<file path="src/rtl/fpu_arb_pkg.sv">
// Shared types and helpers for the FPU bank arbiter.
// The owner index is at least one bit wide, even when there is only one requester.
package fpu_arb_pkg;

    typedef enum logic [2:0] {
        IDLE,
        SETUP,
        ISSUE,
        WAIT,
        DONE
    } arb_state_e;

    localparam int OP_NOP = 0;

    function automatic int sel_width(input int n);
        return (n <= 1) ? 1 : $clog2(n);
    endfunction

endpackage

</file>
<file path="src/rtl/fpu_arbiter_rr_pick.sv">
// Combinational round-robin picker: the first eligible index at or above ptr, wrapping upward.
module rr_pick #(
    parameter int NUM_REQ = 4,
    parameter int SEL_W   = 2
) (
    input  logic [NUM_REQ-1:0] eligible,
    input  logic [SEL_W-1:0]   ptr,
    output logic               found,
    output logic [SEL_W-1:0]   index
);

    logic [NUM_REQ-1:0] rotated;

    always_comb begin
        // After this rotation, bit k of rotated stands for requester (ptr + k) mod NUM_REQ.
        rotated = NUM_REQ'({eligible, eligible} >> ptr);
        found   = |rotated;
        index   = '0;
        for (int k = NUM_REQ - 1; k >= 0; k--) begin
            if (rotated[k]) begin
                index = SEL_W'((int'(ptr) + k) % NUM_REQ);
            end
        end
    end

endmodule

</file>
<file path="src/rtl/fpu_arbiter.sv">
// Round-robin owner of a single FPU bank: it latches the winner's op, drives the FPU handshake
// and aborts an operation that does not complete in time.
module fpu_arbiter
    import fpu_arb_pkg::*;
#(
    parameter int NUM_REQ     = 4,
    parameter int OP_W        = 8,
    parameter int TIMEOUT_CYC = 4096,
    parameter int SEL_W       = sel_width(NUM_REQ)
) (
    input  logic                    clk,
    input  logic                    rst_l,
    input  logic [NUM_REQ-1:0]      req,
    input  logic [NUM_REQ*OP_W-1:0] req_op,
    output logic [NUM_REQ-1:0]      grant,
    output logic [NUM_REQ-1:0]      req_done,
    output logic [SEL_W-1:0]        sel,
    output logic                    sel_valid,
    output logic [OP_W-1:0]         fpu_op,
    input  logic                    fpu_avail,
    input  logic                    fpu_done,
    output logic                    timeout_err
);

    localparam int WD_W = $clog2(TIMEOUT_CYC);
    localparam logic [OP_W-1:0] NOP = OP_W'(OP_NOP);

    arb_state_e          state, next_state;
    logic [SEL_W-1:0]    owner, next_owner;
    logic [SEL_W-1:0]    rr_ptr, next_ptr;
    logic [OP_W-1:0]     op_q, next_op;
    logic [WD_W-1:0]     watchdog;
    logic                next_timeout;
    logic [NUM_REQ-1:0]  eligible;
    logic [NUM_REQ-1:0]  next_onehot;
    logic                pick_found;
    logic [SEL_W-1:0]    pick_idx;

    always_comb begin
        eligible = '0;
        for (int i = 0; i < NUM_REQ; i++) begin
            eligible[i] = req[i] && (req_op[i*OP_W +: OP_W] != NOP);
        end
    end

    rr_pick #(
        .NUM_REQ (NUM_REQ),
        .SEL_W   (SEL_W)
    ) u_pick (
        .eligible (eligible),
        .ptr      (rr_ptr),
        .found    (pick_found),
        .index    (pick_idx)
    );

    always_comb begin
        next_state   = state;
        next_owner   = owner;
        next_op      = op_q;
        next_ptr     = rr_ptr;
        next_timeout = timeout_err;
        case (state)
            IDLE: begin
                if (pick_found) begin
                    next_owner = pick_idx;
                    next_op    = req_op[int'(pick_idx)*OP_W +: OP_W];
                    next_state = SETUP;
                end
            end
            SETUP: next_state = ISSUE;
            ISSUE: begin
                if (fpu_avail) begin
                    next_state = WAIT;
                end
            end
            WAIT: begin
                // A completion arriving on the expiry cycle is honoured, not flagged.
                if (fpu_done) begin
                    next_state = DONE;
                end else if (watchdog == WD_W'(TIMEOUT_CYC - 1)) begin
                    next_timeout = 1'b1;
                    next_state   = DONE;
                end
            end
            DONE: begin
                next_ptr   = (owner == SEL_W'(NUM_REQ - 1)) ? '0 : owner + SEL_W'(1);
                next_state = IDLE;
            end
            default: next_state = IDLE;
        endcase
        next_onehot = NUM_REQ'(1) << next_owner;
    end

    // Outputs are registered from the next state, so they line up with the state they describe.
    always_ff @(posedge clk or negedge rst_l) begin
        if (!rst_l) begin
            state       <= IDLE;
            owner       <= '0;
            op_q        <= NOP;
            rr_ptr      <= '0;
            watchdog    <= '0;
            timeout_err <= 1'b0;
            grant       <= '0;
            req_done    <= '0;
            sel         <= '0;
            sel_valid   <= 1'b0;
            fpu_op      <= NOP;
        end else begin
            state       <= next_state;
            owner       <= next_owner;
            op_q        <= next_op;
            rr_ptr      <= next_ptr;
            timeout_err <= next_timeout;
            watchdog    <= (state == WAIT && next_state == WAIT) ? watchdog + WD_W'(1) : '0;
            grant       <= (next_state != IDLE) ? next_onehot : '0;
            req_done    <= (next_state == DONE) ? next_onehot : '0;
            sel         <= next_owner;
            sel_valid   <= (next_state != IDLE);
            fpu_op      <= (next_state == ISSUE) ? next_op : NOP;
        end
    end

endmodule

</file>
<file path="config.mk">
export PLATFORM = sky130hd
export DESIGN_NAME = fpu_arbiter
export DESIGN_NICKNAME = d
export VERILOG_FILES = /design/src/rtl/fpu_arb_pkg.sv /design/src/rtl/fpu_arbiter_rr_pick.sv /design/src/rtl/fpu_arbiter.sv
export SDC_FILE = /design/constraint.sdc
export NUM_CORES = 1
export LEC_CHECK = 0
export CORE_MARGIN = 2
export CORE_UTILIZATION = 43
export DETAILED_ROUTE_END_ITERATION = 10
export PLACE_DENSITY = 0.84
export SYNTH_ARGS = -nofsm -noshare
export SYNTH_HDL_FRONTEND = slang
export SYNTH_HIERARCHICAL = 1
export SYNTH_SLANG_ARGS = --single-unit
</file>
<file path="constraint.sdc">
create_clock -name clk -period 2.1 [get_ports clk]
set_input_delay 0.42 -clock clk [delete_from_list [all_inputs] [get_ports clk]]
set_output_delay 0.42 -clock clk [all_outputs]
set_load 0.005 [all_outputs]
</file>
==> Implementation_results.wiki <==
{| class="wikitable"
! Metric !! Value
|-
| Run status || complete, but fails checks
|-
| Violated checks || setup timing
|-
| Post-synth top area cell || sky130_fd_sc_hd__dfrtp_1
|-
| Number of placed instances, taps included || roughly 350
|-
| Achievable Freq || 0.439 GHz
|-
| Initial detailed-routing violation count || 98
|-
| Number of antenna violations at the first check in global routing || 0
|-
| Clock buffer count from CTS || 5
|-
| GRT Resource Usage Total || a little under a quarter
|-
| Adder and majority gate portion of the synthesized area || 1.12%
|-
| Total Power || 3680 µW
|-
| RSZ-0062 raised after global routing || yes
|-
| Fraction of post-synthesis cell area in the top cell type by area || 50.3%
|-
| Main flop type after synthesis || sky130_fd_sc_hd__dfrtp_1
|-
| Yosys warning count || 6
|-
| Post-Synthesis Net Count || 224
|-
| Peak VDD IR || 966 µV
|-
| Net count reported at finish || approximately 340
|-
| Worst setup SP type || input port
|-
| Placement-stage cell area || 0.00329 mm²
|-
| Maximum root-to-sink buffer count || 2
|-
| Total power density per cell area || 1020 mW/mm²
|-
| Slew at the pin closest to its max-slew limit || 0.691 ns
|-
| Total DRC errors in the routed layout || 0
|-
| Horiz. Die Dim || 76.2 µm
|-
| Largest family of logic cells by synthesized area || simple AND/OR/NAND/NOR gates
|-
| Final setup viols || 17
|-
| Global-route wire length before repair || between 10 and 15 mm
|-
| Critical Path Sink Type || register
|-
| Avg WL per Cell || between 15 and 20 µm
|-
| Core outline area || 0.00507 mm²
|-
| Setup Crit Path Kind || in2reg
|-
| Remaining antenna violation count || 0
|-
| Top area cells in the synthesized netlist || sky130_fd_sc_hd__dfrtp_1 50%, sky130_fd_sc_hd__mux4_2 8.0%, sky130_fd_sc_hd__mux2_2 5.0%
|-
| Final wirelength || between 6 and 7 mm
|-
| Arrival time at the worst endpoint || 2.47 ns
|-
| Fraction of synthesized area in multiplexers || roughly 15%
|-
| Post-Synthesis Cell Area || 0.00224 mm²
|-
| Placement Rows || 26
|-
| Clock slew seen by the registers of the worst setup and hold paths || 0.09 ns
|-
| Final weighted congestion of routability-driven global placement || 0.924
|-
| Number of register bits inferred by synthesis || 45
|-
| Compound-cell area share of the yosys netlist || around 10%
|-
| Post-layout instance area || 0.00362 mm²
|-
| Worst path required time || 2.29 ns
|-
| Type of the most critical hold path || in2async
|-
| Number of diodes || 0
|-
| Die area || 0.00580 mm²
|-
| Simple logic cell fraction of the synthesized area || 18.7%
|-
| Worst skew pair latency || 0.30 ns
|-
| Total overflow reported by the global router || 0
|-
| Area added between synthesis and finish || 61.8%
|-
| Share of the core filled with cells in the final layout || 71.4%
|-
| Post-synthesis cell count || 182
|-
| Clock Sinks || 45
|-
| Number of enable-type register cells in the synthesized netlist || 0
|-
| Via count of the first global-routing pass || 2151
|-
| Worst slew margin || a little over half
|-
| Pin count of the biggest net entering global routing || 46
|-
| Clock root buffer || sky130_fd_sc_hd__clkbuf_8
|-
| Io pins || 60
|-
| Slew Viols, Final || 0
|-
| Share of flip-flops with an asynchronous set or reset after synthesis || 100%
|-
| CTS tree || yes
|-
| Fraction of synthesized cell area in xor and xnor cells || 1.17%
|-
| Mean instance size in the synthesized netlist || 12.3 µm²
|-
| Hold-fix buffers at CTS || 0
|-
| Effective utilization at floorplan || about 44%
|-
| TritonRoute pass-1 iters || 4
|-
| Standby leakage power || 0.00156 µW
|-
| H-tree levels || 2
|-
| Critical path fanouts, max || 4
|-
| Share of the cycle needed by the critical path after routing || 109%
|-
| Detailed-placement wirelength estimate || 4.38 mm
|-
| Fill cell total of the finished layout || 356
|-
| Number of standard cells in the layout, taps in and fillers out || around 370
|-
| Crit path time final || 2.28 ns
|-
| Number of max-capacitance violations reported || 0
|-
| Number of unique standard cell types used by synthesis || 44
|-
| Final sum of negative setup slack || -1.74 ns
|-
| Number of hold-slack violations in the final timing report || 0
|-
| Post-Route Skew || 0.00984 ns
|-
| Share of layout cells above drive strength 1 || 50.8%
|-
| Sequential element share of the synthesized area || 50.3%
|-
| Via-to-Cell Ratio || 5.44
|-
| Total via count after detailed routing || a little over 2000
|-
| Worst setup margin || -0.180 ns
|-
| Port Buf Inserts || 59
|-
| Die boundary height || 76.2 µm
|}
## metrics by stage
step | setup slack (ns) | hold WS, ns
5_1_grt | -0.238 | 0.226
3_3_place_gp | -0.835 | 0.462
2_1_floorplan | -0.200 | 0.124
3_5_place_dp | -0.926 | 0.469
6_report | -0.180 | 0.172
4_1_cts | -0.168 | 0.204
## worst max-delay path: stages
cell	delay, ns
sky130_fd_sc_hd__buf_8	0.10
sky130_fd_sc_hd__nor4_4	0.31
sky130_fd_sc_hd__a21boi_4	0.11
sky130_fd_sc_hd__a221o_1	0.36
sky130_fd_sc_hd__a21oi_2	0.22
sky130_fd_sc_hd__buf_6	0.16
sky130_fd_sc_hd__mux4_2	0.50
sky130_fd_sc_hd__mux2_4	0.28
## worst paths after layout
check	slack [ns]	from	to	cells past startpoint
hold / removal	0.17	rst_l	rr_ptr[0]$_DFFE_PN0N_	2
min in group clk	0.48	timeout_err$_DFFE_PN0P_	timeout_err$_DFFE_PN0P_	1
hold reg to reg	0.48	timeout_err$_DFFE_PN0P_	timeout_err$_DFFE_PN0P_	1
setup reg to reg	0.02	rr_ptr[1]$_DFFE_PN0N_	op_q[2]$_DFF_PN0_	5
setup / recovery	-0.18	req_op[7]	op_q[2]$_DFF_PN0_	8
max in group asynchronous	1.53	rst_l	fpu_op[7]$_DFF_PN0_	2
## cells in the mapped netlist (2+ instances only)
| cell | instances |
|---|---|
| sky130_fd_sc_hd__or4_4 | 2 |
| sky130_fd_sc_hd__a21oi_2 | 2 |
| sky130_fd_sc_hd__nand2b_1 | 2 |
| sky130_fd_sc_hd__or4_1 | 2 |
| sky130_fd_sc_hd__inv_2 | 2 |
| sky130_fd_sc_hd__o31ai_1 | 4 |
| sky130_fd_sc_hd__dfrtp_1 | 45 |
| sky130_fd_sc_hd__inv_1 | 12 |
| sky130_fd_sc_hd__mux2_2 | 10 |
| sky130_fd_sc_hd__nand3_1 | 3 |
| sky130_fd_sc_hd__nand4_1 | 2 |
| sky130_fd_sc_hd__ha_1 | 2 |
| sky130_fd_sc_hd__nor4_2 | 4 |
| sky130_fd_sc_hd__mux4_2 | 8 |
| sky130_fd_sc_hd__buf_2 | 4 |
| sky130_fd_sc_hd__nor4_1 | 9 |
| sky130_fd_sc_hd__or2_2 | 2 |
| sky130_fd_sc_hd__nor2_1 | 9 |
| sky130_fd_sc_hd__or3_1 | 3 |
| sky130_fd_sc_hd__a21boi_0 | 4 |
| sky130_fd_sc_hd__a21oi_1 | 11 |
| sky130_fd_sc_hd__nand2_1 | 4 |
| sky130_fd_sc_hd__nor3_1 | 5 |
| sky130_fd_sc_hd__o21ai_0 | 3 |
| sky130_fd_sc_hd__and2_1 | 8 |
| sky130_fd_sc_hd__xnor2_1 | 2 |
## sequential cells by signal (all words and copies together), names as in the netlist, 2 cells and up
signal / count
owner: 2
op_q: 8
rr_ptr: 2
req_done: 4
grant: 4
fpu_op: 8
watchdog: 12
state: 3
## placed cells by master (no fill, tap or decap), types with 3 or more instances in the layout
cell type                          n
sky130_fd_sc_hd__buf_4            52
sky130_fd_sc_hd__dfrtp_1          45
sky130_fd_sc_hd__clkdlybuf4s50_1  22
sky130_fd_sc_hd__buf_2            10
sky130_fd_sc_hd__dlygate4sd2_1    10
sky130_fd_sc_hd__inv_1             9
sky130_fd_sc_hd__buf_6             9
sky130_fd_sc_hd__nor2_1            8
sky130_fd_sc_hd__mux4_2            8
sky130_fd_sc_hd__and2_1            8
sky130_fd_sc_hd__nor4_4            8
sky130_fd_sc_hd__clkbuf_2          8
sky130_fd_sc_hd__a21oi_1           7
sky130_fd_sc_hd__mux2_2            6
sky130_fd_sc_hd__a21oi_2           5
sky130_fd_sc_hd__clkbuf_8          5
sky130_fd_sc_hd__nand2_1           4
sky130_fd_sc_hd__mux2_4            4
sky130_fd_sc_hd__inv_2             4
sky130_fd_sc_hd__nor4_2            4
sky130_fd_sc_hd__o31ai_1           4
sky130_fd_sc_hd__o21ai_0           3
sky130_fd_sc_hd__or3_1             3
## layout make-up
class | instances | area (µm²) | area share (%)
multi-input combinational | 118 | 1280 | 35.2
sequential | 45 | 1130 | 31.1
timing repair buffer | 118 | 983 | 27.2
tap | 70 | 87.6 | 2.42
clock buffer | 5 | 68.8 | 1.90
inverter | 14 | 55.1 | 1.52
clock inverter | 3 | 25.0 | 0.691
## cell families (layout without fill, tap and decap cells)
group                      after synthesis  count (layout)
DFF                                     45              45
adders and majority gates                2               2
AOI/OAI and AO/OA                       32              32
muxes                                   20              20
xor gates and xnor gates                 3               3
buffers and inverters                   19             140
and+or+nand+nor                         61              61
## metal layers
metal | global-route usage [%] | wire (µm)
met3 | 4.62 | 285
met4 | 10.5 | 201
met2 | 43.8 | 3670
met5 | 0 | 0
met1 | 26.8 | 2480
## power breakdown
group / internal (µW) / switching, µW / total [µW]
clock: 240 / 317 / 557
sequential: 1130 / 193 / 1320
combinational: 1070 / 737 / 1800
## what timing repair did
action / 4_1_cts / 5_1_grt
gates resized for setup: 110 / 43
pin swaps: 15 / 13
buffers inserted: 11 / 2
setup endpoints to repair: 19 / 23
Power figures use the tool's default switching activity.
